File: src/rtl/picorv32_mem_arbiter.sv
// Two-master arbiter (PicoRV32 core + host loader) in front of one shared word memory.
// Build option: define MEMARB_ROUND_ROBIN_EN for round-robin, otherwise m0 has fixed priority.
module picorv32_mem_arbiter #(
    parameter int MEM_WORDS = 8192
) (
    input  logic        clk,
    input  logic        resetn,

    input  logic        m0_valid,
    input  logic [31:0] m0_addr,
    input  logic [31:0] m0_wdata,
    input  logic [3:0]  m0_wstrb,
    output logic        m0_ready,
    output logic [31:0] m0_rdata,

    input  logic        m1_valid,
    input  logic [31:0] m1_addr,
    input  logic [31:0] m1_wdata,
    input  logic [3:0]  m1_wstrb,
    output logic        m1_ready,
    output logic [31:0] m1_rdata,

    output logic        s_valid,
    output logic [31:0] s_addr,
    output logic [31:0] s_wdata,
    output logic [3:0]  s_wstrb,
    input  logic        s_ready,
    input  logic [31:0] s_rdata,

    output logic        err,
    output logic [15:0] m0_grants,
    output logic [15:0] m1_grants
);

    typedef enum logic [1:0] {
        IDLE,
        BUSY0,
        BUSY1,
        OOR
    } state_e;

    localparam logic [32:0] LIMIT = 33'(MEM_WORDS) << 2;

    state_e      state_q, state_d;
    logic        gnt_q, gnt_d;
    logic [31:0] addr_q, addr_d;
    logic [31:0] wdata_q, wdata_d;
    logic [3:0]  wstrb_q, wstrb_d;
    logic        err_q, err_d;
    logic [15:0] cnt0_q, cnt0_d;
    logic [15:0] cnt1_q, cnt1_d;

    logic        req;
    logic        win;
    logic [31:0] win_addr;
    logic [31:0] win_wdata;
    logic [3:0]  win_wstrb;
    logic        win_ok;

    assign req = m0_valid | m1_valid;

`ifdef MEMARB_ROUND_ROBIN_EN
    // last_q names the master served most recently; reset value favours m0
    logic last_q, last_d;

    always_comb begin
        if (m0_valid && m1_valid) begin
            win = ~last_q;
        end else begin
            win = ~m0_valid;
        end
    end

    always_comb begin
        last_d = last_q;
        if (state_q == IDLE && req) begin
            last_d = win;
        end
    end

    always_ff @(posedge clk) begin
        if (!resetn) begin
            last_q <= 1'b1;
        end else begin
            last_q <= last_d;
        end
    end
`else
    assign win = ~m0_valid;
`endif

    assign win_addr  = win ? m1_addr  : m0_addr;
    assign win_wdata = win ? m1_wdata : m0_wdata;
    assign win_wstrb = win ? m1_wstrb : m0_wstrb;
    assign win_ok    = {1'b0, win_addr} < LIMIT;

    always_comb begin
        state_d = state_q;
        gnt_d   = gnt_q;
        addr_d  = addr_q;
        wdata_d = wdata_q;
        wstrb_d = wstrb_q;
        err_d   = err_q;
        cnt0_d  = cnt0_q;
        cnt1_d  = cnt1_q;
        unique case (state_q)
            IDLE: begin
                if (req) begin
                    gnt_d   = win;
                    addr_d  = win_addr;
                    wdata_d = win_wdata;
                    wstrb_d = win_wstrb;
                    if (win) begin
                        cnt1_d = cnt1_q + 16'd1;
                    end else begin
                        cnt0_d = cnt0_q + 16'd1;
                    end
                    if (!win_ok) begin
                        state_d = OOR;
                        err_d   = 1'b1;
                    end else begin
                        state_d = win ? BUSY1 : BUSY0;
                    end
                end
            end
            BUSY0, BUSY1: begin
                if (s_ready) begin
                    state_d = IDLE;
                end
            end
            OOR: begin
                state_d = IDLE;
            end
            default: begin
                state_d = IDLE;
            end
        endcase
    end

    // Request fields are latched at grant so a master may drop valid mid-transfer
    always_ff @(posedge clk) begin
        if (!resetn) begin
            state_q <= IDLE;
            gnt_q   <= 1'b0;
            addr_q  <= '0;
            wdata_q <= '0;
            wstrb_q <= '0;
            err_q   <= 1'b0;
            cnt0_q  <= '0;
            cnt1_q  <= '0;
        end else begin
            state_q <= state_d;
            gnt_q   <= gnt_d;
            addr_q  <= addr_d;
            wdata_q <= wdata_d;
            wstrb_q <= wstrb_d;
            err_q   <= err_d;
            cnt0_q  <= cnt0_d;
            cnt1_q  <= cnt1_d;
        end
    end

    always_comb begin
        s_valid  = 1'b0;
        s_addr   = '0;
        s_wdata  = '0;
        s_wstrb  = '0;
        m0_ready = 1'b0;
        m0_rdata = '0;
        m1_ready = 1'b0;
        m1_rdata = '0;
        if (resetn) begin
            unique case (state_q)
                BUSY0: begin
                    s_valid  = 1'b1;
                    s_addr   = addr_q;
                    s_wdata  = wdata_q;
                    s_wstrb  = wstrb_q;
                    m0_ready = s_ready;
                    if (s_ready) begin
                        m0_rdata = s_rdata;
                    end
                end
                BUSY1: begin
                    s_valid  = 1'b1;
                    s_addr   = addr_q;
                    s_wdata  = wdata_q;
                    s_wstrb  = wstrb_q;
                    m1_ready = s_ready;
                    if (s_ready) begin
                        m1_rdata = s_rdata;
                    end
                end
                OOR: begin
                    if (gnt_q) begin
                        m1_ready = 1'b1;
                    end else begin
                        m0_ready = 1'b1;
                    end
                end
                default: begin
                end
            endcase
        end
    end

    assign err       = err_q;
    assign m0_grants = cnt0_q;
    assign m1_grants = cnt1_q;

endmodule

File: config.mk
export PLATFORM = sky130hd
export DESIGN_NAME = picorv32_mem_arbiter
export DESIGN_NICKNAME = d
export VERILOG_FILES = /design/src/rtl/picorv32_mem_arbiter.sv
export SDC_FILE = /design/constraint.sdc
export NUM_CORES = 1
export LEC_CHECK = 0
export CORE_MARGIN = 5
export CORE_UTILIZATION = 35
export DETAILED_ROUTE_END_ITERATION = 10
export PLACE_DENSITY = 0.89
export SETUP_SLACK_MARGIN = 0.15
export SYNTH_ARGS = -nofsm -noshare
export SYNTH_HDL_FRONTEND = slang
export SYNTH_SLANG_ARGS = --single-unit
File: constraint.sdc
create_clock -name clk -period 1.7 [get_ports clk]
set_input_delay 0.34 -clock clk [delete_from_list [all_inputs] [get_ports clk]]
set_output_delay 0.34 -clock clk [all_outputs]
set_load 0.005 [all_outputs]
Word-level counts from Yosys, hierarchy flattened
Index checks and enable logic that the tools add are counted.
{"block": "totals", "wordCells": 53, "in_bits": 173, "output_inout_bits": 168, "ff_bits": 104}
{"block": "classes", "mux": 27, "n_eq_ne": 5, "n_lt_le_gt_ge": 1, "n_reduce_logical": 7, "add_sub_neg": 2, "bitwise_logic": 3}
{"cell": "32-bit 2-to-1 mux", "count": 11}
{"cell": "16-bit by 1-bit adder with 16-bit output, second input constant", "count": 2}
{"cell": "32-bit by 16-bit < comparator with 1-bit output, second input constant", "count": 1}
{"cell": "4-bit 2-to-1 mux", "count": 3}
{"cell": "3-bit AND reduction", "count": 3}
{"cell": "2-bit 2-to-1 mux", "count": 4}
{"cell": "1-bit 2-to-1 mux", "count": 6}
{"cell": "2-bit one-hot mux with 3 select lines", "count": 1}
{"cell": "2-bit equality test, second input constant", "count": 2}
{"cell": "1-bit one-hot mux with 2 select lines", "count": 2}
{"cell": "2-bit AND reduction", "count": 2}
{"cell": "2-bit by 1-bit equality test with 1-bit output, second input constant", "count": 1}
{"cell": "2-bit logical NOT", "count": 1}
{"cell": "2-bit by 1-bit inequality test with 1-bit output, second input constant", "count": 1}
{"cell": "2-bit inequality test, second input constant", "count": 1}
{"cell": "1-bit inverter", "count": 2}
{"cell": "2-bit OR reduction", "count": 1}
{"cell": "1-bit OR", "count": 1}

Depth between registers and ports, before layout
{"block": "logic_depth", "ltp_word": 5, "ltp_mapped": 8}

Worst setup path before layout
OpenSTA, ideal clock, no wires.
{"block": "synth_timing", "path_type": "register -> register", "startpoint": "register state_q[0]", "endpoint": "register cnt0_q[13] (netlist: m0_grants[13])", "setup_ns": 0.071, "t_arrival_ns": 1.748, "path_buffers": 1, "slack_ns": -0.119, "stages_incl_launch_ff": 8, "required_time_ns": 1.629, "cell_sequence": "dfxtp_1 inv_1 ha_1 buf_6 nand3_1 or3_4 or4_1 a21oi_1"}
{"block": "synth_between", "elab_chain_len": 2}
{"element": "start: declaration", "line_no": "44", "rtl": "state_e state_q, state_d;"}
{"element": "start signal: assignment", "line_no": "152", "rtl": "state_q <= state_d;"}
{"element": "2-bit logical NOT", "line_no": "106", "rtl": "unique case (state_q)"}
{"element": "3-bit AND reduction (no source line)"}
{"element": "end signal: assignment", "line_no": "158", "rtl": "cnt0_q <= cnt0_d;"}
{"element": "end: declaration", "line_no": "50", "rtl": "logic [15:0] cnt0_q, cnt0_d;"}
No other way between the ends.
A chain may end at the register's enable or synchronous reset.

Worst setup path after layout
{"block": "layout_timing", "startpoint": "register state_q[1]", "endpoint": "output port m1_ready"}
{"block": "layout_between", "elab_chain_len": 3, "word_cells_on_any_way": 4}
{"element": "2-bit equality test", "line_no": "173", "rtl": "unique case (state_q)"}
{"element": "1-bit one-hot mux with 2 select lines *", "line_no": "173"}
{"element": "1-bit 2-to-1 mux *", "line_no": "172", "rtl": "if (resetn) begin"}
{"element": "end: declaration", "line_no": "20", "rtl": "output logic m1_ready,"}
Every way passes the cells marked *; elsewhere a longest branch is shown, timed or not.

==> run summary <==
Tcrit/Tclk final: 1.22
# rows: 46
EDFF count, synth: 0
Area growth from synthesis to layout: 99.3%
Crit path top cell by count: buf_6
Seq pwr share: 0.300
DP Wirelength: 16000 um
Nets: 1251
GR Util All Layers: 0.232
RSZ-0062 raised after global routing: true
First-pass GRT wire length: 34800 um
Vias in the first global route: 6450
PD cells: 901 mW/mm^2
Lkg Pwr: 5.24 nW
Post-Syn Area per Cell: 8.44 um^2
Non-Filler Instances: 1293
Max-cap violations: 0
Final hold slack: 0.345 ns
Via count: 6906
Clock power frac: 0.211
Int Power: 6.91 mW
Commonest non-fill, non-tap cell in the layout: clkdlybuf4s50_1
Status: finished with violations
Relative slew slack: 0.623
TritonCTS clock tree: yes
Area of the die: 0.0190 mm^2
Global route overflow: 0
Clock-pin slew on the worst setup and hold paths: 0.07 ns
Synthesis-stage register bit count: 104
FMAX: 482 MHz
H-tree depth: 3
Power, Total: 10.3 mW
Failing checks: setup timing
Chip Width: 138 um
CTS Root Cell: clkbuf_16
Post-synth net total: 857
DRC violation total after the first TritonRoute iteration: 373
GPL Wtd Cong: 0.849
Slew Limit Fails: 0
Final hold viol count: 0
Setup ws final: -0.376 ns
Clock skew: 0.00889 ns
Crit end category: output port
DRT antenna net count: 0
Inst Count DP: 1225
Num CTS Buffers: 9
Port buffer count: 340
Netlist cell types: 48
Crit-path cells: buf_6 -> ha_4 -> and3_4 -> buf_6 -> buf_16 -> a31o_4 -> buf_6
Sw Share: 0.328
DRC Markers: 0
Period minus WS final: 2.08 ns
Longest Clk Path Bufs: 2
Die height: 138 um
Post-synth top flop: dfxtp_1
Skew-Pair Late Insertion Delay: 0.35 ns
Initial core utilization: 0.359
Tightest Pin Transition: 0.566 ns
TritonCTS Sinks: 104
CP required: 1.36 ns
Psw: 3.37 mW
Worst setup path category: reg -> out
Mapped Cells: 678
HP Class: in -> reg
Comb power frac: 0.489
Peak VDD IR: 0.595 mV
Mapped cell area: 0.00572 mm^2
Antenna violations before repair: 0
CP peak stage delay: 0.36 ns
IO Pins: 341
Crit-path max FO: 8
WL final: 26000 um
Ys async rst share: 0
Pin count of the biggest net entering global routing: 98
Yosys warning total: 0
Crit path DAT: 1.74 ns
Register area share after synthesis: 0.364
N_diodes: 0
Crit start category: register
Commonest non-fill, non-tap cells in the layout: clkdlybuf4s50_1, buf_6, nor2_1, mux2i_1, dfxtp_1
Drt wl/cell: 20.1 um
Hold-fix buffers, CTS: 0
Vias per inst: 5.34
1st-pass router iterations: 5
Core area: 0.0159 mm^2
CP max stage cell: dfxtp_4
Final setup fails: 143
Ratio of cells with drive above 1 in the final layout: 0.423
## final cells by class
| type | count | area (um^2) |
|---|---|---|
| Clock inverter | 5 | 61.3 |
| Tap cell | 216 | 270 |
| Sequential cell | 104 | 2150 |
| Clock buffer | 11 | 243 |
| Inverter | 10 | 42.5 |
| Timing Repair Buffer | 444 | 4550 |
| Multi-Input combinational cell | 503 | 4100 |
| Fill cell | 1082 | 4530 |
## timing repair
action / in CTS / in global routing
buffers inserted: 27 / 4
endpoints found under the setup margin: 208 / 234
resized for setup: 788 / 124
pin swaps: 92 / 37
cloned: 15 / 6
## cells by family (layout without fill, tap and decap cells)
logic type / count (synthesis) / count (layout) / share of synthesized area
AND/OR/NAND/NOR: 303 / 303 / 0.293
AO/OA/AOI/OAI: 106 / 106 / 0.128
flip-flops: 104 / 104 / 0.364
multiplexers: 72 / 72 / 0.126
buffers and inverters: 71 / 470 / 0.0522
XOR/XNOR: 16 / 16 / 0.0245
adder cells (fa/ha/maj): 6 / 6 / 0.0131
## worst max-delay path, delay by kind of cell (launching register included)
family          cells  cell delay [ns]
compound gates      1             0.21
simple gates        1             0.19
fa+ha+maj           1             0.14
flops               1             0.36
buf+inv             4             0.50
## final timing paths
path,from,end,slack (ns),depth (start not counted)
worst min register to register,m0_grants[15]$_SDFFE_PN0P_,m0_grants[15]$_SDFFE_PN0P_,0.48,2
worst max register to register,state_q[1]$_SDFFE_PN0P_,m1_grants[15]$_SDFFE_PN0P_,-0.12,7
worst min-delay path,m0_addr[28],addr_q[28]$_SDFFE_PN0P_,0.34,3
worst max-delay path,state_q[1]$_SDFFE_PN0P_,m1_ready,-0.38,7
## synthesized netlist by cell type, drive strengths merged (6+ instances only)
cell | count | share of area
dfxtp | 104 | 0.36
nor2 | 90 | 0.059
mux2i | 72 | 0.13
and3 | 70 | 0.077
a211oi | 68 | 0.089
and2 | 67 | 0.073
clkbuf | 46 | 0.030
a21oi | 17 | 0.015
nand2 | 16 | 0.010
buf | 15 | 0.016
nand3 | 11 | 0.011
inv | 10 | 0.0066
nor4 | 10 | 0.012
xor2 | 10 | 0.015
o21ai | 9 | 0.0079
nand4 | 8 | 0.011
or3 | 8 | 0.0098
ha | 6 | 0.013
or4 | 6 | 0.0079
xnor2 | 6 | 0.0092
## state kept, by name, indices dropped and copies added (netlist names)
register / flops
m1_grants: 16
m0_grants: 16
addr_q: 32
wdata_q: 32
state_q: 2
gnt_q: 1
wstrb_q: 4
err: 1
## power by group through the flow
stage / clock [mW] / combinational [mW] / sequential, mW
global route: 2.29 / 5.30 / 3.13
CTS: 2.19 / 4.45 / 3.06
finish: 2.17 / 5.02 / 3.09
detailed placement: 0 / 3.01 / 3.11
global placement: 0 / 2.96 / 3.08
floorplan: 0 / 1.49 / 3.05
## per-stage QoR
| stage | util | setup WS (ns) | area (um^2) | TNS [ns] |
|---|---|---|---|---|
| after floorplan | - | 0.0525 | 5780 | 0 |
| after global placement | 0.608 | -0.488 | 9690 | -54.07 |
| after detailed placement | 0.608 | -0.558 | 9690 | -57.89 |
| after CTS | 0.675 | -0.358 | 10800 | -40.30 |
| after global routing | 0.716 | -0.419 | 11400 | -48.32 |
| final | 0.716 | -0.376 | 11400 | -40.67 |
## routing by layer
| layer | GRT usage | share of wire | vias to the layer above | routed length, um |
|---|---|---|---|---|
| met5 | 0 | 0 | - | 0 |
| met4 | 0.0417 | 0.022 | 0 | 567 |
| met3 | 0.0599 | 0.075 | 43 | 1960 |
| met2 | 0.422 | 0.52 | 314 | 13600 |
| met1 | 0.277 | 0.38 | 3338 | 9950 |
| li1 | - | - | 3211 | - |
Power figures use the tool's default switching activity.
